==> src/rtl/fixedpoint_accumulator_sat.sv <==
// Saturating two's-complement frame accumulator with a two-state ACCUM/HOLD handshake FSM.
// Operands are summed (or subtracted) into acc until in_last; the frame result is then
// held on the output side until the consumer takes it.
module fixedpoint_accumulator_sat #(
    parameter int unsigned WIDTH = 16,
    parameter int unsigned CNT_W = 8
) (
    input  logic             clk,
    input  logic             rst_n,
    input  logic             clear,
    input  logic             in_valid,
    output logic             in_ready,
    input  logic [WIDTH-1:0] in_data,
    input  logic             in_op,
    input  logic             in_last,
    output logic             out_valid,
    input  logic             out_ready,
    output logic [WIDTH-1:0] out_data,
    output logic [CNT_W-1:0] out_count,
    output logic             out_sat
);

    localparam int unsigned LEVELS = (WIDTH > 1) ? $clog2(WIDTH) : 1;

    localparam logic [0:0] ST_ACCUM = 1'b0;
    localparam logic [0:0] ST_HOLD  = 1'b1;

    localparam logic [WIDTH-1:0] SAT_MAX = {1'b0, {(WIDTH-1){1'b1}}};
    localparam logic [WIDTH-1:0] SAT_MIN = {1'b1, {(WIDTH-1){1'b0}}};
    localparam logic [CNT_W-1:0] CNT_MAX = {CNT_W{1'b1}};

    logic [0:0]       r_state;
    logic [WIDTH-1:0] r_acc;
    logic [CNT_W-1:0] r_count;
    logic             r_sat;

    logic [0:0]       w_state_nxt;
    logic [WIDTH-1:0] w_acc_nxt;
    logic [CNT_W-1:0] w_count_nxt;
    logic             w_sat_nxt;

    logic [WIDTH-1:0] w_b;
    logic [WIDTH-1:0] w_g;
    logic [WIDTH-1:0] w_p;
    logic [WIDTH-1:0] w_gg;
    logic [WIDTH-1:0] w_pp;
    logic [WIDTH-1:0] w_gn;
    logic [WIDTH-1:0] w_pn;
    logic [WIDTH:0]   w_carry;
    logic [WIDTH-1:0] w_sum;
    logic             w_ovf;
    logic [WIDTH-1:0] w_acc_upd;

    // Bit-level generate/propagate; subtraction is a + ~b + 1 with carry-in = in_op
    assign w_b = in_data ^ {WIDTH{in_op}};
    assign w_g = r_acc & w_b;
    assign w_p = r_acc ^ w_b;

    // Parallel-prefix carry lookahead: every carry derived from group G/P and the carry-in
    always_comb begin
        w_gg    = w_g;
        w_pp    = w_p;
        w_gn    = w_g;
        w_pn    = w_p;
        w_carry = '0;
        for (int l = 0; l < int'(LEVELS); l++) begin
            w_gn = w_gg;
            w_pn = w_pp;
            for (int i = (1 << l); i < int'(WIDTH); i++) begin
                w_gn[i] = w_gg[i] | (w_pp[i] & w_gg[i - (1 << l)]);
                w_pn[i] = w_pp[i] & w_pp[i - (1 << l)];
            end
            w_gg = w_gn;
            w_pp = w_pn;
        end
        w_carry[0] = in_op;
        for (int i = 0; i < int'(WIDTH); i++) begin
            w_carry[i+1] = w_gg[i] | (w_pp[i] & in_op);
        end
    end

    // Sum, overflow (carry into MSB vs carry out of MSB) and saturation toward acc's sign
    assign w_sum     = w_p ^ w_carry[WIDTH-1:0];
    assign w_ovf     = w_carry[WIDTH] ^ w_carry[WIDTH-1];
    assign w_acc_upd = w_ovf ? (r_acc[WIDTH-1] ? SAT_MIN : SAT_MAX) : w_sum;

    // Next-state and datapath update; clear overrides everything
    always_comb begin
        w_state_nxt = r_state;
        w_acc_nxt   = r_acc;
        w_count_nxt = r_count;
        w_sat_nxt   = r_sat;
        if (clear) begin
            w_state_nxt = ST_ACCUM;
            w_acc_nxt   = '0;
            w_count_nxt = '0;
            w_sat_nxt   = 1'b0;
        end else begin
            case (r_state)
                ST_ACCUM: begin
                    if (in_valid) begin
                        w_acc_nxt   = w_acc_upd;
                        w_count_nxt = (r_count == CNT_MAX) ? r_count : r_count + CNT_W'(1);
                        w_sat_nxt   = r_sat | w_ovf;
                        if (in_last) begin
                            w_state_nxt = ST_HOLD;
                        end
                    end
                end
                ST_HOLD: begin
                    if (out_ready) begin
                        w_state_nxt = ST_ACCUM;
                        w_acc_nxt   = '0;
                        w_count_nxt = '0;
                        w_sat_nxt   = 1'b0;
                    end
                end
                default: begin
                    w_state_nxt = ST_ACCUM;
                end
            endcase
        end
    end

    // State and datapath registers
    always_ff @(posedge clk or negedge rst_n) begin
        if (!rst_n) begin
            r_state <= ST_ACCUM;
            r_acc   <= '0;
            r_count <= '0;
            r_sat   <= 1'b0;
        end else begin
            r_state <= w_state_nxt;
            r_acc   <= w_acc_nxt;
            r_count <= w_count_nxt;
            r_sat   <= w_sat_nxt;
        end
    end

    // Handshake decoded straight from the state flop; result fields straight from registers
    assign in_ready  = (r_state == ST_ACCUM);
    assign out_valid = (r_state == ST_HOLD);
    assign out_data  = r_acc;
    assign out_count = r_count;
    assign out_sat   = r_sat;

endmodule

==> config.mk <==
export PLATFORM = sky130hd
export DESIGN_NAME = fixedpoint_accumulator_sat
export DESIGN_NICKNAME = d
export VERILOG_FILES = /design/src/rtl/fixedpoint_accumulator_sat.sv
export SDC_FILE = /design/constraint.sdc
export NUM_CORES = 1
export LEC_CHECK = 0
export CORE_MARGIN = 3
export CORE_UTILIZATION = 45
export DETAILED_ROUTE_END_ITERATION = 6
export GPL_TIMING_DRIVEN = 0
export PLACE_DENSITY = 0.72
export SYNTH_ARGS = -nofsm -noshare
export SYNTH_HDL_FRONTEND = slang
export SYNTH_SLANG_ARGS = --single-unit
==> constraint.sdc <==
create_clock -name clk -period 4.05 [get_ports clk]
set_input_delay 0.81 -clock clk [delete_from_list [all_inputs] [get_ports clk]]
set_output_delay 0.81 -clock clk [all_outputs]
set_load 0.02 [all_outputs]
Word-level counts from Yosys, hierarchy flattened
Index checks and enable logic that the tools add are counted.

word-level totals
  flip-flop bits (word level) = 26
  word-level logic and storage cells = 217
  output and inout bits = 27
  input bits = 23

cells by class
  multiplexer cells = 20
  add/subtract/negate cells = 1
  bitwise gates (word level) = 186
  reduce and logical (&&, ||, !) cells = 2
  equality and inequality tests = 4

operators by type and width
  cell                   count
  $and A1 B1 Y1          114
  $mux W16               5
  $or A1 B1 Y1           66
  $xor A16 B16 Y16       3
  $mux W8                4
  $pmux W16 S2           1
  $and A16 B16 Y16       1
  $pmux W8 S2            1
  $ne A3 B3 Y1 const B   3
  $add A8 B1 Y8 const B  1
  $eq A8 B8 Y1 const B   1
  $mux W1                7
  $pmux W1 S2            2
  $reduce_and A3 Y1      1
  $reduce_and A2 Y1      1
  $not A1 Y1             1
  $xor A1 B1 Y1          1

Longest topological paths before layout
Gate-level depths: netlist (run 1).

  depth in word-level cells = 16
  gate-level depth with buffers = 13

Least setup slack after synthesis (run 1)
No wires, ideal clock.

  path type = input to register
  start = input in_op
  end = register r_acc[11] (netlist: out_data[11])
  arrival = 3.426 ns
  stages on the path = 11
  buffers on the path = 2
  library setup time = 0.066 ns
  setup slack = 0.558 ns
  cells stage by stage = buf_6 -> buf_1 -> xor2_1 -> ha_1 -> a21oi_2 -> o211a_1 -> o21a_1 -> o31ai_4 -> xor2_4 -> or3_2 -> nand3_2

between the ends
  cells in the longest elaborated chain, start to end = 16
  elaborated cells between the ends (all ways) = 108
  classes of those cells = mux (4); bitwise (104)

ends and longest elaborated chain
  element                                               line    text
  start, declared                                       14      input logic in_op,
  $xor A16 B16 Y16                                      55      assign w_b = in_data ^ {WIDTH{in_op}};
  $xor A16 B16 Y16 or $and A16 B16 Y16 (tied branches)  57, 56
  $and A1 B1 Y1                                         70      w_gn[i] = w_gg[i] | (w_pp[i] & w_gg[i - (1 << l)]);
  $or A1 B1 Y1                                          70
  $and A1 B1 Y1                                         70
  $or A1 B1 Y1                                          70
  $and A1 B1 Y1                                         70
  $or A1 B1 Y1                                          70
  $and A1 B1 Y1                                         70
  $or A1 B1 Y1                                          70
  $or A1 B1 Y1                                          78      w_carry[i+1] = w_gg[i] | (w_pp[i] & in_op);
  $xor A1 B1 Y1                                         84      assign w_ovf = w_carry[WIDTH] ^ w_carry[WIDTH-1];
  $mux W16 *                                            85      assign w_acc_upd = w_ovf ? (r_acc[WIDTH-1] ? SAT_MIN : SAT_MAX) : w_sum;
  $mux W16 *                                            101     if (in_valid) begin
  $pmux W16 S2 *                                        99      case (r_state)
  $mux W16 *                                            93      if (clear) begin
  end signal, assigned                                  134     r_acc <= w_acc_nxt;
  end, declared                                         33      logic [WIDTH-1:0] r_acc;

Mark *: on every way between the ends. The rest lies on a longest branch, timed or not. The select of a mux whose other input is x is not followed.
A chain may end at the register's enable or synchronous reset.

Final worst setup path (run 1)
Same ends and word-level chain as after synthesis.

==> flow_metrics.env, run 1 <==
export IMPL_status="complete, no violations"
export IMPL_drv_cap=0
export IMPL_io_buffer_count=49
export IMPL_grt_pass1_wl_um=9501
export IMPL_row_count=25
export IMPL_drive_above_1_share_pct=10.23
export IMPL_min_path_type="reg2reg"
export IMPL_core_mm2=0.004786
export IMPL_synth_avg_cell_area_um2=9.049
export IMPL_vias=2037
export IMPL_layout_nets=345
export IMPL_numCtsBuffers=3
export IMPL_cp_start_kind="primary input"
export IMPL_drc_errors=0
export IMPL_antenna_found_initial=0
export IMPL_critPathRequiredTime_ns=4.27
export IMPL_routabilityCongestion=0.8722
export IMPL_drt_initial_drc_count=97
export IMPL_ant_nets=0
export IMPL_cp_end_kind="flip-flop"
export IMPL_netlist_instances=250
export IMPL_dp_slack_ns=-0.4934
export IMPL_dp_cells=366
export IMPL_grt_ovfl_total=0
export IMPL_period_share_pct=93.77
export IMPL_leakage_uw=0.001244
export IMPL_num_io_pins=50
export IMPL_fin_util_pct=60.84
export IMPL_syn_num_nets=291
export IMPL_h_tree_depth=1
export IMPL_rsz0062_at_grt="no"
export IMPL_final_cell_area_mm2=0.002912
export IMPL_min_period_ns=3.798
export IMPL_synth_seq_cells=26
export IMPL_dr_pass1_iters=4
export IMPL_dpl_hpwl_um=4179
export IMPL_async_flop_share_pct=100.0
export IMPL_synth_top_area_cell="dfrtp_1"
export IMPL_crit_fanout=10
export IMPL_die_y_um=76.90
export IMPL_grt_pass1_vias=1978
export IMPL_syn_area_mm2=0.002262
export IMPL_ys_top_cells_by_area="dfrtp_1, xor2_1, ha_1, nand2_1, a21oi_1"
export IMPL_clock_sinks=26
export IMPL_dieWidth_um=76.90
export IMPL_synth_top_area_share_pct=28.76
export IMPL_layout_cells_non_filler=370
export IMPL_cp_arrival_ns=4.02
export IMPL_finClkSkew_ns=0.003687
export IMPL_setup_tns_ns=0
export IMPL_slew_violations=0
export IMPL_initial_core_util_pct=47.27
export IMPL_setup_violations=0
export IMPL_clk_insertion_delay_late_ns=0.28
export IMPL_max_slew_worst_pin_slew_ns=1.236
export IMPL_syn_to_final_growth_pct=28.71
export IMPL_crit_type="in2reg"
export IMPL_relSlewSlack_pct=17.36
export IMPL_max_freq_mhz=263.3
export IMPL_grt_util_all_layers_pct=19.60
export IMPL_avgViaCountPerCell=5.505
export IMPL_ctsHoldBuffers=0
export IMPL_synth_cells_most_frequent="nand2_1, xor2_1, dfrtp_1"
export IMPL_wl_per_cell_um=15.08
export IMPL_clkSlewWorstSetupHoldPaths_ns=0.10
export IMPL_ir_worst_vdd_mv=0.2809
export IMPL_hold_viol=0
export IMPL_wl_um=5579
export IMPL_yosys_warnings=0
export IMPL_diodes=0
export IMPL_power_density_mw_per_mm2=529.0
export IMPL_cts_tree="done"
export IMPL_fin_ws_ns=0.2522
export IMPL_dieArea_mm2=0.005914
export IMPL_synth_edf_count=0
export IMPL_cts_max_path_buffers=2
export IMPL_synth_distinct_cells=52
export IMPL_synth_most_common_cell="nand2_1"
export IMPL_grt_max_degree=27
export IMPL_synthFlopType="dfrtp_1"
export IMPL_placed_area_mm2=0.002836
export IMPL_cts_root_buf="clkbuf_8"
export IMPL_ys_seq_area_share_pct=28.76
## report_power, final
part           internal [uW]  switching, uW  leakage, uW
Combinational            419            524     0.000858
Clock                    132           90.5    0.0000357
Sequential               317           56.6     0.000350
## layout by cell type, fill, tap and decap left out, drive strengths merged, types with 2 or more instances in the layout
master / count
clkdlybuf4s50: 49
o311ai: 14
ha: 18
inv: 9
nand4: 4
dfrtp: 26
xnor2: 7
nor3: 4
clkbuf: 6
a21o: 5
o211a: 2
o21a: 4
or3: 3
xor2: 28
o21ai: 12
a21oi: 19
nor2: 16
a211oi: 3
nand3: 6
o211ai: 3
a31oi: 4
nor2b: 5
nand2: 32
mux2i: 2
buf: 6
## critical path, stage by stage
cell	delay, ns
clkdlybuf4s50_1	0.52
buf_6	0.18
clkbuf_4	0.28
xor2_1	0.17
ha_1	0.32
a21oi_1	0.20
o21ai_0	0.11
a21oi_1	0.35
a31oi_4	0.19
xor2_4	0.25
or3_2	0.53
nand3_2	0.08
## kinds of logic (layout without fill, tap and decap cells)
logic type	count (synthesis)	in the layout	synth area share (%)
AO/OA/AOI/OAI	74	74	24.89
adder cells (fa/ha/maj)	18	18	9.956
XOR/XNOR	35	35	14.38
AND/OR/NAND/NOR	76	76	16.48
multiplexers	3	3	1.383
buffers and inverters	18	71	4.148
flip-flops	26	26	28.76
## cell type report
cell class	instances	area, um^2
plain buffers	9	63.81
clock buffers	3	41.29
clock inverters	1	30.03
fillers	436	1874
inverters	9	33.78
multi-input cells	206	1518
flip-flops and latches	26	650.6
well taps	67	83.83
repair buffers	49	490.5
## per-layer routing
metal,routed length [um],global-route usage (%),up-vias
li1,-,-,1018
met1,2755,27.66,968
met2,2573,31.36,45
met3,197,2.582,6
met4,52,5.435,0
met5,0,0,-
## sequential cells by signal, indices dropped and copies added, names as in the netlist
name and count:
out_sat 1, out_data 16, out_count 8, out_valid 1
## final timing paths
kind                                              start                  endpoint  slack (ns)  depth (start not counted)
worst max register to register  out_data[5]$_DFFE_PN0P_  out_data[11]$_DFFE_PN0P_        1.41                          8
min in group asynchronous                         rst_n   out_data[4]$_DFFE_PN0P_        1.18                          1
worst min register to register      out_sat$_DFFE_PN0P_       out_sat$_DFFE_PN0P_        0.51                          2
worst max-delay path                              in_op  out_data[11]$_DFFE_PN0P_        0.25                         12
worst min-delay path                out_sat$_DFFE_PN0P_       out_sat$_DFFE_PN0P_        0.51                          2
max in group asynchronous                         rst_n  out_count[0]$_DFFE_PN0P_        2.14                          1
## through the flow
step,hold slack [ns],total power [uW]
2_1_floorplan,0.5144,1043
4_1_cts,0.5253,1547
3_3_place_gp,0.4827,1305
3_5_place_dp,0.5004,1319
6_report,0.5129,1540
5_1_grt,0.5473,1655
## what timing repair did
| item | 4_1_cts | 5_1_grt |
|---|---|---|
| resized for setup | 1 | 1 |
| setup buffers | 0 | 0 |
| setup endpoints to repair | 13 | 5 |
| hold endpoints to repair | 0 | 0 |
No activity file was read; power rests on OpenSTA's default activity.
==> run 2, diff against run 1 <==
--- a/config.mk
+++ b/config.mk
@@ -9,7 +9,7 @@
 export CORE_UTILIZATION = 45
 export DETAILED_ROUTE_END_ITERATION = 6
 export GPL_TIMING_DRIVEN = 0
-export PLACE_DENSITY = 0.72
+export PLACE_DENSITY = 0.83
 export SYNTH_ARGS = -nofsm -noshare
 export SYNTH_HDL_FRONTEND = slang
 export SYNTH_SLANG_ARGS = --single-unit
==> run 2 against run 1 <==
Total power is 0.53% higher. Critical endpoint unchanged. Largest power group unchanged. Die area stayed put. Via count is 3.3% higher.
==> flow_metrics.env, run 2 (synthesis gave the netlist of run 1 again) <==
export IMPL_final_cell_area_mm2=0.002904
export IMPL_grt_pass1_vias=2008
export IMPL_diodes=0
export IMPL_dieWidth_um=76.90
export IMPL_io_buffer_count=49
export IMPL_max_stage_delay_ns=0.53
export IMPL_fin_ws_ns=0.1724
export IMPL_p_comb_share_pct=61.5
export IMPL_dp_slack_ns=-0.4931
export IMPL_final_cell_mix="clkdlybuf4s50_1, nand2_1, xor2_1, dfrtp_1, ha_1"
export IMPL_status="complete, no violations"
export IMPL_wl_um=5643
export IMPL_numCtsBuffers=3
export IMPL_power_density_mw_per_mm2=533.2
export IMPL_min_path_type="reg2reg"
export IMPL_grt_max_degree=27
export IMPL_cts_max_path_buffers=2
export IMPL_drive_above_1_share_pct=10.56
export IMPL_crit_type="in2reg"
export IMPL_ant_nets=0
export IMPL_grt_pass1_wl_um=9480
export IMPL_clkSlewWorstSetupHoldPaths_ns=0.10
export IMPL_cts_tree="done"
export IMPL_period_share_pct=95.74
export IMPL_routabilityCongestion=0.8618
export IMPL_relSlewSlack_pct=59.12
export IMPL_avgViaCountPerCell=5.689
export IMPL_antenna_found_initial=0
export IMPL_row_count=25
export IMPL_dpl_hpwl_um=4181
export IMPL_crit_chain="clkdlybuf4s50_1, buf_6, buf_2, xor2_1, ha_1, a21oi_2, o211a_1, o21a_1, o31ai_4, xor2_4, or3_2, nand3_2"
export IMPL_cts_root_buf="clkbuf_8"
export IMPL_critPathRequiredTime_ns=4.27
export IMPL_layout_cells_non_filler=370
export IMPL_drc_errors=0
export IMPL_clockPowerShare_pct=14.3
export IMPL_p_sw_share_pct=43.90
export IMPL_clk_insertion_delay_late_ns=0.28
export IMPL_reg2reg_depth=8
export IMPL_dieArea_mm2=0.005914
export IMPL_core_mm2=0.004786
export IMPL_dr_pass1_iters=4
export IMPL_largest_register_ff_count=16
export IMPL_layout_nets=345
export IMPL_placed_area_mm2=0.002836
export IMPL_max_freq_mhz=257.9
export IMPL_worstReg2RegEnd="out_data[11]$_DFFE_PN0P_"
export IMPL_rr_startpoint="out_data[0]$_DFFE_PN0P_"
export IMPL_setup_violations=0
export IMPL_syn_to_final_growth_pct=28.37
export IMPL_initial_core_util_pct=47.27
export IMPL_cp_end_kind="flip-flop"
export IMPL_hold_start="out_sat$_DFFE_PN0P_"
export IMPL_crit_fanout=10
export IMPL_hold_ws_ns=0.5130
export IMPL_rsz0062_at_grt="no"
export IMPL_grt_util_all_layers_pct=19.44
export IMPL_slew_violations=0
export IMPL_clock_sinks=26
export IMPL_fin_util_pct=60.68
export IMPL_grt_ovfl_total=0
export IMPL_ir_worst_vdd_mv=0.2667
export IMPL_ctsHoldBuffers=0
export IMPL_h_tree_depth=1
export IMPL_p_int_uw=868.6
export IMPL_drt_initial_drc_count=105
export IMPL_rrSetupSlack_ns=1.43
export IMPL_num_io_pins=50
export IMPL_cp_slowest_cell="or3_2"
export IMPL_finClkSkew_ns=0.007758
export IMPL_vias=2105
export IMPL_die_y_um=76.90
export IMPL_layout_commonest_cell="clkdlybuf4s50_1"
export IMPL_drv_cap=0
export IMPL_cp_arrival_ns=4.09
export IMPL_hold_viol=0
export IMPL_p_switching_uw=679.7
export IMPL_crit_end="out_data[11]$_DFFE_PN0P_"
export IMPL_dp_cells=366
export IMPL_min_period_ns=3.878
export IMPL_wl_per_cell_um=15.25
export IMPL_leakage_uw=0.001243
export IMPL_max_slew_worst_pin_slew_ns=0.6133
export IMPL_seq_power_share_pct=24.2
export IMPL_critPathLaunch="in_op"
export IMPL_cp_start_kind="primary input"
run 2: metal layers:
layer / wire length (um) / global-route usage (%)
met5: 0 / 0
met3: 285 / 1.995
met1: 2593 / 26.94
met4: 96 / 7.065
met2: 2668 / 31.27
run 2: how the worst min path moves through the flow:
stage	end	slack, ns	cells past startpoint
after global placement	out_sat$_DFFE_PN0P_	0.49	2
final	out_sat$_DFFE_PN0P_	0.51	2
after global routing	out_sat$_DFFE_PN0P_	0.57	2
after floorplan	out_count[0]$_DFFE_PN0P_	0.51	0
after detailed placement	out_sat$_DFFE_PN0P_	0.49	2
after CTS	out_sat$_DFFE_PN0P_	0.51	2
run 2: layout make-up:
cell class,count,area (um^2)
Clock inverter,1,30.03
Sequential cell,26,650.6
Tap cell,67,83.83
Inverter,9,33.78
Timing Repair Buffer,49,485.5
Multi-Input combinational cell,206,1518
Fill cell,409,1882
Buffer,9,61.31
Clock buffer,3,41.29
run 2: stage by stage:
step	total power (uW)	setup TNS, ns
finish	1548	0
global route	1664	0
CTS	1545	0
detailed placement	1316	-6.226
global placement	1295	-4.898
floorplan	1043	0
run 2: power groups by stage:
stage | logic, uW | clock network, uW | registers [uW]
floorplan | 605 | 0 | 438
global placement | 918 | 0 | 377
detailed placement | 938 | 0 | 378
CTS | 947 | 224 | 374
global route | 1040 | 237 | 383
finish | 952 | 221 | 375
run 2: repair_timing:
action                     4_1_cts  5_1_grt
resized for setup                2        2
cloned                           0        0
setup endpoints to repair       13       11
pin swaps                        0        0
buffers inserted                 0        0
run 2: critical path, delay by kind of cell:
kind | cells | cell delay [ns]
AO/OA/AOI/OAI | 4 | 0.95
XOR/XNOR | 2 | 0.31
adder cells (fa/ha/maj) | 1 | 0.36
buffers and inverters | 3 | 1.03
AND/OR/NAND/NOR | 2 | 0.61
==> run 3, diff against run 2 <==
--- a/config.mk
+++ b/config.mk
@@ -5,8 +5,10 @@
 export SDC_FILE = /design/constraint.sdc
 export NUM_CORES = 1
 export LEC_CHECK = 0
+export CAP_MARGIN = 0
 export CORE_MARGIN = 3
 export CORE_UTILIZATION = 45
+export CTS_BUF_LIST = sky130_fd_sc_hd__clkbuf_4 sky130_fd_sc_hd__clkbuf_8 sky130_fd_sc_hd__clkbuf_16
 export DETAILED_ROUTE_END_ITERATION = 6
 export GPL_TIMING_DRIVEN = 0
 export PLACE_DENSITY = 0.83
==> results of run 3 <==
Same layout as run 2: the final DEF is identical, and so are final timing and power.
